$ cat config.mk
export PLATFORM = sky130hd
export DESIGN_NAME = gb_spi_rom_reader
export DESIGN_NICKNAME = d
export VERILOG_FILES = /design/src/rtl/gb_pkg.sv /design/src/rtl/gb_spi_shifter.sv /design/src/rtl/gb_spi_rom_reader.sv
export SDC_FILE = /design/constraint.sdc
export NUM_CORES = 1
export LEC_CHECK = 0
export BUFFER_PORTS_ARGS = -buffer_cell sky130_fd_sc_hd__buf_2
export CAP_MARGIN = 20
export CORE_MARGIN = 2
export CORE_UTILIZATION = 60
export DETAILED_ROUTE_END_ITERATION = 12
export HOLD_SLACK_MARGIN = 0.1
export MAX_ROUTING_LAYER = met4
export PLACE_DENSITY = 0.86
export SLEW_MARGIN = 0
export SYNTH_ARGS = -nofsm -noshare
export SYNTH_HDL_FRONTEND = slang
export SYNTH_SLANG_ARGS = --single-unit
export TNS_END_PERCENT = 30
$ cat constraint.sdc
create_clock -name clock -period 3.45 [get_ports clock]
set_clock_uncertainty 0.2 [all_clocks]
set_input_delay 0.1725 -clock clock [delete_from_list [all_inputs] [get_ports clock]]
set_output_delay 0.1725 -clock clock [all_outputs]
set_load 0.05 [all_outputs]
$ cat src/rtl/gb_pkg.sv
// Shared types and constants for the cartridge ROM SPI reader.
package gb_pkg;

  localparam logic [7:0] SPI_CMD_READ = 8'h03;

  localparam int unsigned SEG_CMD_BITS  = 8;
  localparam int unsigned SEG_ADDR_BITS = 24;
  localparam int unsigned SEG_DATA_BITS = 8;

  typedef logic [23:0] rom_addr_t;

  typedef enum logic [2:0] {
    ST_IDLE,
    ST_REOPEN,
    ST_CMD,
    ST_ADDR,
    ST_DATA,
    ST_HOLD
  } state_e;

  function automatic rom_addr_t addr_inc(input rom_addr_t a);
    return a + 24'd1;
  endfunction

endpackage

$ cat src/rtl/gb_spi_shifter.sv
// CLK_DIV-timed SPI mode-0 bit engine: shifts up to 24 bits out MSB first and
// 8 bits in; a new segment may be chained in the last cycle of the current one.
module gb_spi_shifter
  import gb_pkg::*;
#(
  parameter int unsigned CLK_DIV = 2
) (
  input  logic        clock,
  input  logic        rst,
  input  logic        start_i,
  input  logic [4:0]  nbits_i,
  input  logic [23:0] load_i,
  input  logic        miso_i,
  output logic        busy_o,
  output logic        last_o,
  output logic        sck_o,
  output logic        mosi_o,
  output logic [7:0]  rx_o
);

  localparam int unsigned DIV_W = (CLK_DIV > 1) ? $clog2(CLK_DIV) : 1;

  logic [DIV_W-1:0] div_q, div_d;
  logic [4:0]       bit_q, bit_d;
  logic [4:0]       nbits_q, nbits_d;
  logic             busy_q, busy_d;
  logic             sck_q, sck_d;
  logic [23:0]      tx_q, tx_d;
  logic [7:0]       rx_q, rx_d;
  logic             phase_end;

  assign phase_end = (div_q == DIV_W'(CLK_DIV - 1));
  assign last_o    = busy_q && sck_q && phase_end && (bit_q == nbits_q - 5'd1);

  always_comb begin
    // NOTE: every next-state variable gets its hold value first so no path
    // through this block leaves one unassigned (which would infer a latch).
    div_d   = div_q;
    bit_d   = bit_q;
    nbits_d = nbits_q;
    busy_d  = busy_q;
    sck_d   = sck_q;
    tx_d    = tx_q;
    rx_d    = rx_q;

    if (busy_q) begin
      if (phase_end) begin
        div_d = '0;
        if (!sck_q) begin
          sck_d = 1'b1;
          rx_d  = {rx_q[6:0], miso_i};
        end else begin
          sck_d = 1'b0;
          bit_d = bit_q + 5'd1;
          tx_d  = {tx_q[22:0], 1'b0};
          if (last_o) busy_d = 1'b0;
        end
      end else begin
        div_d = div_q + DIV_W'(1);
      end
    end

    // Chaining on last_o keeps segments back to back with no idle SCK cell.
    if (start_i && (!busy_q || last_o)) begin
      busy_d  = 1'b1;
      sck_d   = 1'b0;
      div_d   = '0;
      bit_d   = '0;
      nbits_d = nbits_i;
      tx_d    = load_i;
    end
  end

  always_ff @(posedge clock or posedge rst) begin
    // NOTE: state registers use non-blocking assignments so every flop samples
    // the pre-edge value of every other flop, independent of statement order.
    if (rst) begin
      div_q   <= '0;
      bit_q   <= '0;
      nbits_q <= '0;
      busy_q  <= 1'b0;
      sck_q   <= 1'b0;
      tx_q    <= '0;
      rx_q    <= '0;
    end else begin
      div_q   <= div_d;
      bit_q   <= bit_d;
      nbits_q <= nbits_d;
      busy_q  <= busy_d;
      sck_q   <= sck_d;
      tx_q    <= tx_d;
      rx_q    <= rx_d;
    end
  end

  assign busy_o = busy_q;
  assign sck_o  = sck_q;
  assign mosi_o = busy_q ? tx_q[23] : 1'b0;
  assign rx_o   = rx_q;

endmodule

$ cat src/rtl/gb_spi_rom_reader.sv
// Cartridge ROM fetcher: issues SPI READ (0x03) per byte and keeps chip-select
// low between sequential addresses so linear fetches stream without a command.
module gb_spi_rom_reader
  import gb_pkg::*;
#(
  parameter int unsigned CLK_DIV     = 2,
  parameter int unsigned CS_HIGH_CYC = 4
) (
  input  logic        clock,
  input  logic        rst,
  input  logic        req,
  input  logic [23:0] addr,
  output logic        ready,
  output logic        valid,
  output logic [7:0]  data,
  output logic        spi_sck,
  output logic        spi_cs_n,
  output logic        spi_mosi,
  input  logic        spi_miso
);

  localparam int unsigned REO_W = (CS_HIGH_CYC > 1) ? $clog2(CS_HIGH_CYC) : 1;

  state_e          state_q, state_d;
  rom_addr_t       addr_q, addr_d;
  rom_addr_t       next_addr_q, next_addr_d;
  logic            cs_n_q, cs_n_d;
  logic            valid_q, valid_d;
  logic [7:0]      data_q, data_d;
  logic [REO_W-1:0] reo_cnt_q, reo_cnt_d;

  logic            sh_start, sh_busy, sh_last, sh_sck, sh_mosi;
  logic [4:0]      sh_nbits;
  logic [23:0]     sh_load;
  logic [7:0]      sh_rx;
  logic            accept;

  assign ready  = (state_q == ST_IDLE) || (state_q == ST_HOLD);
  assign accept = req && ready;

  gb_spi_shifter #(.CLK_DIV(CLK_DIV)) u_shifter (
    .clock   (clock),
    .rst     (rst),
    .start_i (sh_start),
    .nbits_i (sh_nbits),
    .load_i  (sh_load),
    .miso_i  (spi_miso),
    .busy_o  (sh_busy),
    .last_o  (sh_last),
    .sck_o   (sh_sck),
    .mosi_o  (sh_mosi),
    .rx_o    (sh_rx)
  );

  always_comb begin
    state_d     = state_q;
    addr_d      = addr_q;
    next_addr_d = next_addr_q;
    cs_n_d      = cs_n_q;
    valid_d     = 1'b0;
    data_d      = data_q;
    reo_cnt_d   = reo_cnt_q;
    sh_start    = 1'b0;
    sh_nbits    = '0;
    sh_load     = '0;

    unique case (state_q)
      ST_IDLE: begin
        if (accept) begin
          addr_d  = addr;
          cs_n_d  = 1'b0;
          state_d = ST_CMD;
        end
      end
      ST_REOPEN: begin
        if (reo_cnt_q == REO_W'(CS_HIGH_CYC - 1)) begin
          cs_n_d  = 1'b0;
          state_d = ST_CMD;
        end else begin
          reo_cnt_d = reo_cnt_q + REO_W'(1);
        end
      end
      ST_CMD: begin
        if (!sh_busy) begin
          sh_start = 1'b1;
          sh_nbits = 5'(SEG_CMD_BITS);
          sh_load  = {SPI_CMD_READ, 16'h0000};
        end else if (sh_last) begin
          sh_start = 1'b1;
          sh_nbits = 5'(SEG_ADDR_BITS);
          sh_load  = addr_q;
          state_d  = ST_ADDR;
        end
      end
      ST_ADDR: begin
        if (sh_last) begin
          sh_start = 1'b1;
          sh_nbits = 5'(SEG_DATA_BITS);
          state_d  = ST_DATA;
        end
      end
      ST_DATA: begin
        if (!sh_busy) begin
          sh_start = 1'b1;
          sh_nbits = 5'(SEG_DATA_BITS);
        end else if (sh_last) begin
          valid_d     = 1'b1;
          data_d      = sh_rx;
          next_addr_d = addr_inc(addr_q);
          state_d     = ST_HOLD;
        end
      end
      ST_HOLD: begin
        if (accept) begin
          addr_d = addr;
          if (addr == next_addr_q) begin
            state_d = ST_DATA;
          end else begin
            cs_n_d    = 1'b1;
            reo_cnt_d = '0;
            state_d   = ST_REOPEN;
          end
        end
      end
      default: state_d = ST_IDLE;
    endcase
  end

  always_ff @(posedge clock or posedge rst) begin
    if (rst) begin
      state_q     <= ST_IDLE;
      addr_q      <= '0;
      next_addr_q <= '0;
      cs_n_q      <= 1'b1;
      valid_q     <= 1'b0;
      data_q      <= '0;
      reo_cnt_q   <= '0;
    end else begin
      state_q     <= state_d;
      addr_q      <= addr_d;
      next_addr_q <= next_addr_d;
      cs_n_q      <= cs_n_d;
      valid_q     <= valid_d;
      data_q      <= data_d;
      reo_cnt_q   <= reo_cnt_d;
    end
  end

  assign valid    = valid_q;
  assign data     = data_q;
  assign spi_cs_n = cs_n_q;
  assign spi_sck  = sh_sck;
  assign spi_mosi = (state_q != ST_DATA) && sh_mosi;

endmodule

# Yosys cells after proc, flatten, opt, wreduce, memory -nomap -nowiden
# Cells that the tools add are included.
# classes
eq_ne	19
n_bitwise	1
addsub	5
reduce_logical	24
mux	54
# op_table
op	count
2-to-1 mux 24 bit	7
2-to-1 mux 5 bit	6
2-to-1 mux 3 bit	9
adder 24 x 1 -> 24 bit, second input constant	1
== test 24 bit	1
2-to-1 mux 1 bit	22
one-hot mux 3 bit (6 select lines)	1
one-hot mux 5 bit (3 select lines)	1
!= test 2 x 1 -> 1 bit, second input constant	5
!= test 2 bit, second input constant	5
AND reduction 3 bit	3
2-to-1 mux 4 bit	2
AND reduction 8 bit	1
nonzero test 2 bit	4
== test 3 x 2 -> 1 bit, second input constant	2
== test 3 bit, second input constant	2
logical AND 1 bit	6
2-to-1 mux 2 bit	3
one-hot mux 1 bit (3 select lines)	2
adder 5 x 1 -> 5 bit, second input constant	1
== test 5 bit	1
AND reduction 5 bit	1
subtractor 5 x 1 -> 5 bit, second input constant	1
one-hot mux 2 bit (2 select lines)	1
13 further kinds	15
# word_totals
register_bits	108
out_inout_bits	13
in_bits	28
elab_cells	117

# Depth between registers and ports, before layout
# depth
depth_word	9
mapped_depth	10
mapped_depth_nobuf	6

# Modules after synthesis
# A second synthesis with hierarchy kept.
# hier_totals
cells_unflattened	686
area_unflattened_um2	6404.9
# by_module_without_submodules
module	instances	cells_each	area_each_um2
gb_spi_rom_reader	1	360	3464.6
gb_spi_shifter	1	326	2940.3

# Least setup slack after synthesis
# OpenSTA, ideal clock, no wires.
# synth_path
kind	register -> register
from	reg state_q[2]
to	reg addr_q[10]
arrival_ns	2.280
setup_ns	0.125
stages_incl_launch_ff	8
setup_slack_ns	0.845
path_buffers	3
required_time_ns	3.125
path_cell_list	dfrtp_1 > buf_4 > xor2_1 > nor2_1 > and2_1 > buf_2 > buf_2 > mux2_2
# synth_via
elab_chain_len	4
word_cells_on_any_way	6
classes_between	1 x eq/ne; 5 x reduce/logical
# synth_lines
element	line_no	source
from (decl)	gb_spi_rom_reader.sv:24	state_e state_q, state_d;
from (signal assigned)	gb_spi_rom_reader.sv:139	state_q <= state_d;
== test 3 bit / logical NOT 3 bit (equally long branches)	gb_spi_rom_reader.sv:38	assign ready = (state_q == ST_IDLE) || (state_q == ST_HOLD);
logical OR 1 bit (*)	gb_spi_rom_reader.sv:38	
via ready	gb_spi_rom_reader.sv:13	output logic ready,
logical AND 1 bit (*)	gb_spi_rom_reader.sv:39	assign accept = req && ready;
AND reduction 2 bit (no line) (*)	n/a	
to (signal assigned)	gb_spi_rom_reader.sv:140	addr_q <= addr_d;
to (decl)	gb_spi_rom_reader.sv:25	rom_addr_t addr_q, addr_d;
# Mark *: on every way through the listed nets, which the timed path passes. The rest lies on a longest branch.
# A chain may end at the register's enable or synchronous reset.

# Worst setup path after layout
# layout_path
from	reg state_q[1]
to	reg u_shifter.tx_q[18]
# layout_via
elab_chain_len	5
word_cells_on_any_way	11
classes_between	3 x eq/ne; 3 x mux; 5 x reduce/logical
# layout_lines
element	line_no	source
== test 3 bit / == test 3 x 2 -> 1 bit (equally long branches)	gb_spi_rom_reader.sv:67	unique case (state_q)
one-hot mux 1 bit (3 select lines)	gb_spi_rom_reader.sv:67	
logical AND 1 bit	gb_spi_shifter.sv:64	if (start_i && (!busy_q || last_o)) begin
nonzero test 2 bit (no line)	n/a	
AND reduction 3 bit (no line)	n/a	
to (signal assigned)	gb_spi_shifter.sv:91	tx_q <= tx_d;
to (decl)	gb_spi_shifter.sv:28	logic [23:0] tx_q, tx_d;
# Parallel ways exist; a longest one is shown, timed or not.

==> impl_metrics.toml <==
[synth]
async_reset_ff_frac = 1.00
synth_top_cells_by_area = "dfrtp_1, mux2_2, xnor2_1"
synth_enable_flop_cells = 0
syn_area_sq_um = 5040
yosys_warnings = 0
syn_avg_cell_area_sq_um = 11.0
synth_cells = 460
synth-xor-area-share = 0.0938
synth-seq-area-share = 0.521
synth_top_cell_by_area = "dfrtp_1"
synth-compound-area-share = 0.125
yosys.area.top_type_share = 0.516
synth.distinct_cells = 47
synthSimpleGateAreaFrac = 0.123
synth-adder-area-share = 0.00744
synth_top_family_by_area = "compound AO/OA/AOI/OAI gates"
synth_nets = 491
ys.flop_type = "dfrtp_1"
ys_seq_elements = 105
synthMuxAreaShare = 0.0948

[route]
viasPerCell = 6.01
drt_wl_total_um = 11300
drtIter0Drc = 364
post-route-drc-count = 0
vias = 3767
dr.pass1.iters = 5
routedWlPerCell_um = 18.0
final_antenna_net_count = 0

[clock_network]
insertion_delay_ps = 380
clk_path_buf_depth = 2
clkSinkCount = 105
cts_tree = "done"
cts_resized = 0
cts.htree.levels = 3
clk_pin_slew_ps = 110
numCtsBuffers = 9
cts_root_buf = "clkbuf_8"

[layout]
n_antenna_cell = 0
mostFrequentLayoutCells = "dfrtp_1, nand2_1, buf_2"
final_common_cell = "dfrtp_1"
drive_gt1_frac = 0.216
area_growth_pct = 14.0
stdcell_area_sq_um = 5750
nets = 549

[floorplan]
die_x_um = 95.7
die_h_um = 95.7
fp-row-count = 33
initial_core_util = 0.617
dieArea_sq_um = 9160
io_pins = 41
fp.coreArea_sq_um = 8180

[placement]
io_buffers = 40
placed_cell_area_sq_um = 5290
hpwlAfterDp_um = 7510
place_congestion = 0.874

[power]
power_leakage_nw = 2.46
power_mw = 4.09
ir_worst_vdd_mv = 0.364
powerDensity_nw_per_um2 = 711

[setup_path]
r2r_cells = 5
r2r-start = "state_q[1]$_DFFE_PP0P_"
criticalPathCategory = "reg2reg"
r2r_end = "u_shifter.tx_q[18]$_DFFE_PP0P_"
required_ps = 3540
start_kind = "register"
worstSetupEndpoint = "u_shifter.tx_q[18]$_DFFE_PP0P_"
crit_path_end_kind = "register"
ff2ff_setup_slack_ps = 920
critPathMaxFanout = 29
worstPathArrival_ps = 2620
cp-startpoint = "state_q[1]$_DFFE_PP0P_"

[timing]
fmax_ghz = 0.395
layout_min_cycle_time_ps = 2530
finalHoldViolCount = 0
finalSetupTns_ps = 0
whs_ps = 312
slew_headroom = 0.411
worst_pin_slew_ps = 883
rsz0062_at_grt = "no"
maxSlewViolCount = 0
period_share = 0.734
setup_viol = 0

[worst_hold_path]
hold_path_class = "reg2reg"
hp-start = "data[6]$_DFFE_PP0P_"

[grt]
grt_usage = 0.272
grt_max_degree = 72
grt_pass1_vias = 3820
antenna_found_initial = 0
grt_pass1_wl_um = 18400
grt_overflow = 0

[outcome]
status = "finished, final reports clean"

[job]
maxCapViolations = 0
## sequential cells by signal, summed over array words and instances (netlist names)
name               count
valid                  1
reo_cnt_q              2
u_shifter.busy_o       1
state_q                3
data                   8
u_shifter.bit_q        5
u_shifter.div_q        1
spi_cs_n               1
next_addr_q           24
u_shifter.sck_o        1
u_shifter.nbits_q      2
addr_q                24
u_shifter.tx_q        24
u_shifter.rx_o         8
## synthesized netlist by cell type (3+ instances only)
library cell  number
nor3_1             4
dfrtp_1          104
and3_1             4
or3_1              3
xnor2_1           35
or2_2              4
ha_1               3
xor2_1            19
nor4_1             3
inv_1              9
nand3_1           11
o22ai_1           33
buf_4              5
nand2_1           47
mux2_4             3
a21oi_1            3
mux2_2            34
o21ai_0           34
clkbuf_1           7
o21ai_1            5
nand4_1           10
mux2i_1            5
buf_2             14
nor2_1            17
o2bb2ai_1         11
nand2b_1           4
## per-layer routing
layer / wire length, um / vias to the layer above / part of all wire / track usage
met5: 0 / - / 0 / -
met4: 234 / 0 / 0.021 / 0.0952
met3: 652 / 24 / 0.058 / 0.0506
met2: 5880 / 137 / 0.52 / 0.456
met1: 4530 / 1855 / 0.40 / 0.331
li1: - / 1751 / - / -
## worst min-delay path by stage
stage	slack, ps	to	cells past startpoint
final	310	data[6]$_DFFE_PP0P_	1
after global routing	340	data[4]$_DFFE_PP0P_	1
after CTS	310	data[6]$_DFFE_PP0P_	1
after detailed placement	220	addr_q[12]$_DFFE_PP0P_	2
after global placement	200	next_addr_q[16]$_DFFE_PP0P_	2
after floorplan	90	addr_q[14]$_DFFE_PP0P_	2
## timing repair
action                     CTS  global route
hold buffers                27             0
setup buffers                0             0
setup endpoints to repair    0             0
hold endpoints to repair    96             0
## where the power goes
group	switching, mW	internal (mW)
clock network	0.461	0.279
registers	0.438	1.62
logic	0.684	0.607
## logic make-up after synthesis
family                     count (synthesis)
and+or+nand+nor                          120
DFF                                      105
AOI/OAI and AO/OA                        100
xor gates and xnor gates                  54
muxes                                     42
buffers and inverters                     36
adders and majority gates                  3
## layout make-up
| class | instances | area (sq um) |
|---|---|---|
| Timing Repair Buffer | 74 | 523 |
| Sequential cell | 105 | 2630 |
| Inverter | 9 | 36.3 |
| Multi-Input combinational cell | 319 | 2240 |
| Fill cell | 596 | 2430 |
| Tap cell | 105 | 131 |
| Clock inverter | 6 | 65.1 |
| Clock buffer | 9 | 124 |
## worst max-delay path: stages (launching register included)
cell     delay [ps]
dfrtp_1         510
xnor2_1         180
or3_1           420
nand2_1         700
o22ai_1         220
o22ai_1         220
## stage by stage
stage	instances	setup WS, ps	utilization
2_1_floorplan	460	319	-
3_3_place_gp	585	1150	0.647
3_5_place_dp	585	993	0.647
4_1_cts	627	979	0.703
5_1_grt	627	828	0.703
6_report	627	917	0.703
Power figures use the tool's default switching activity.
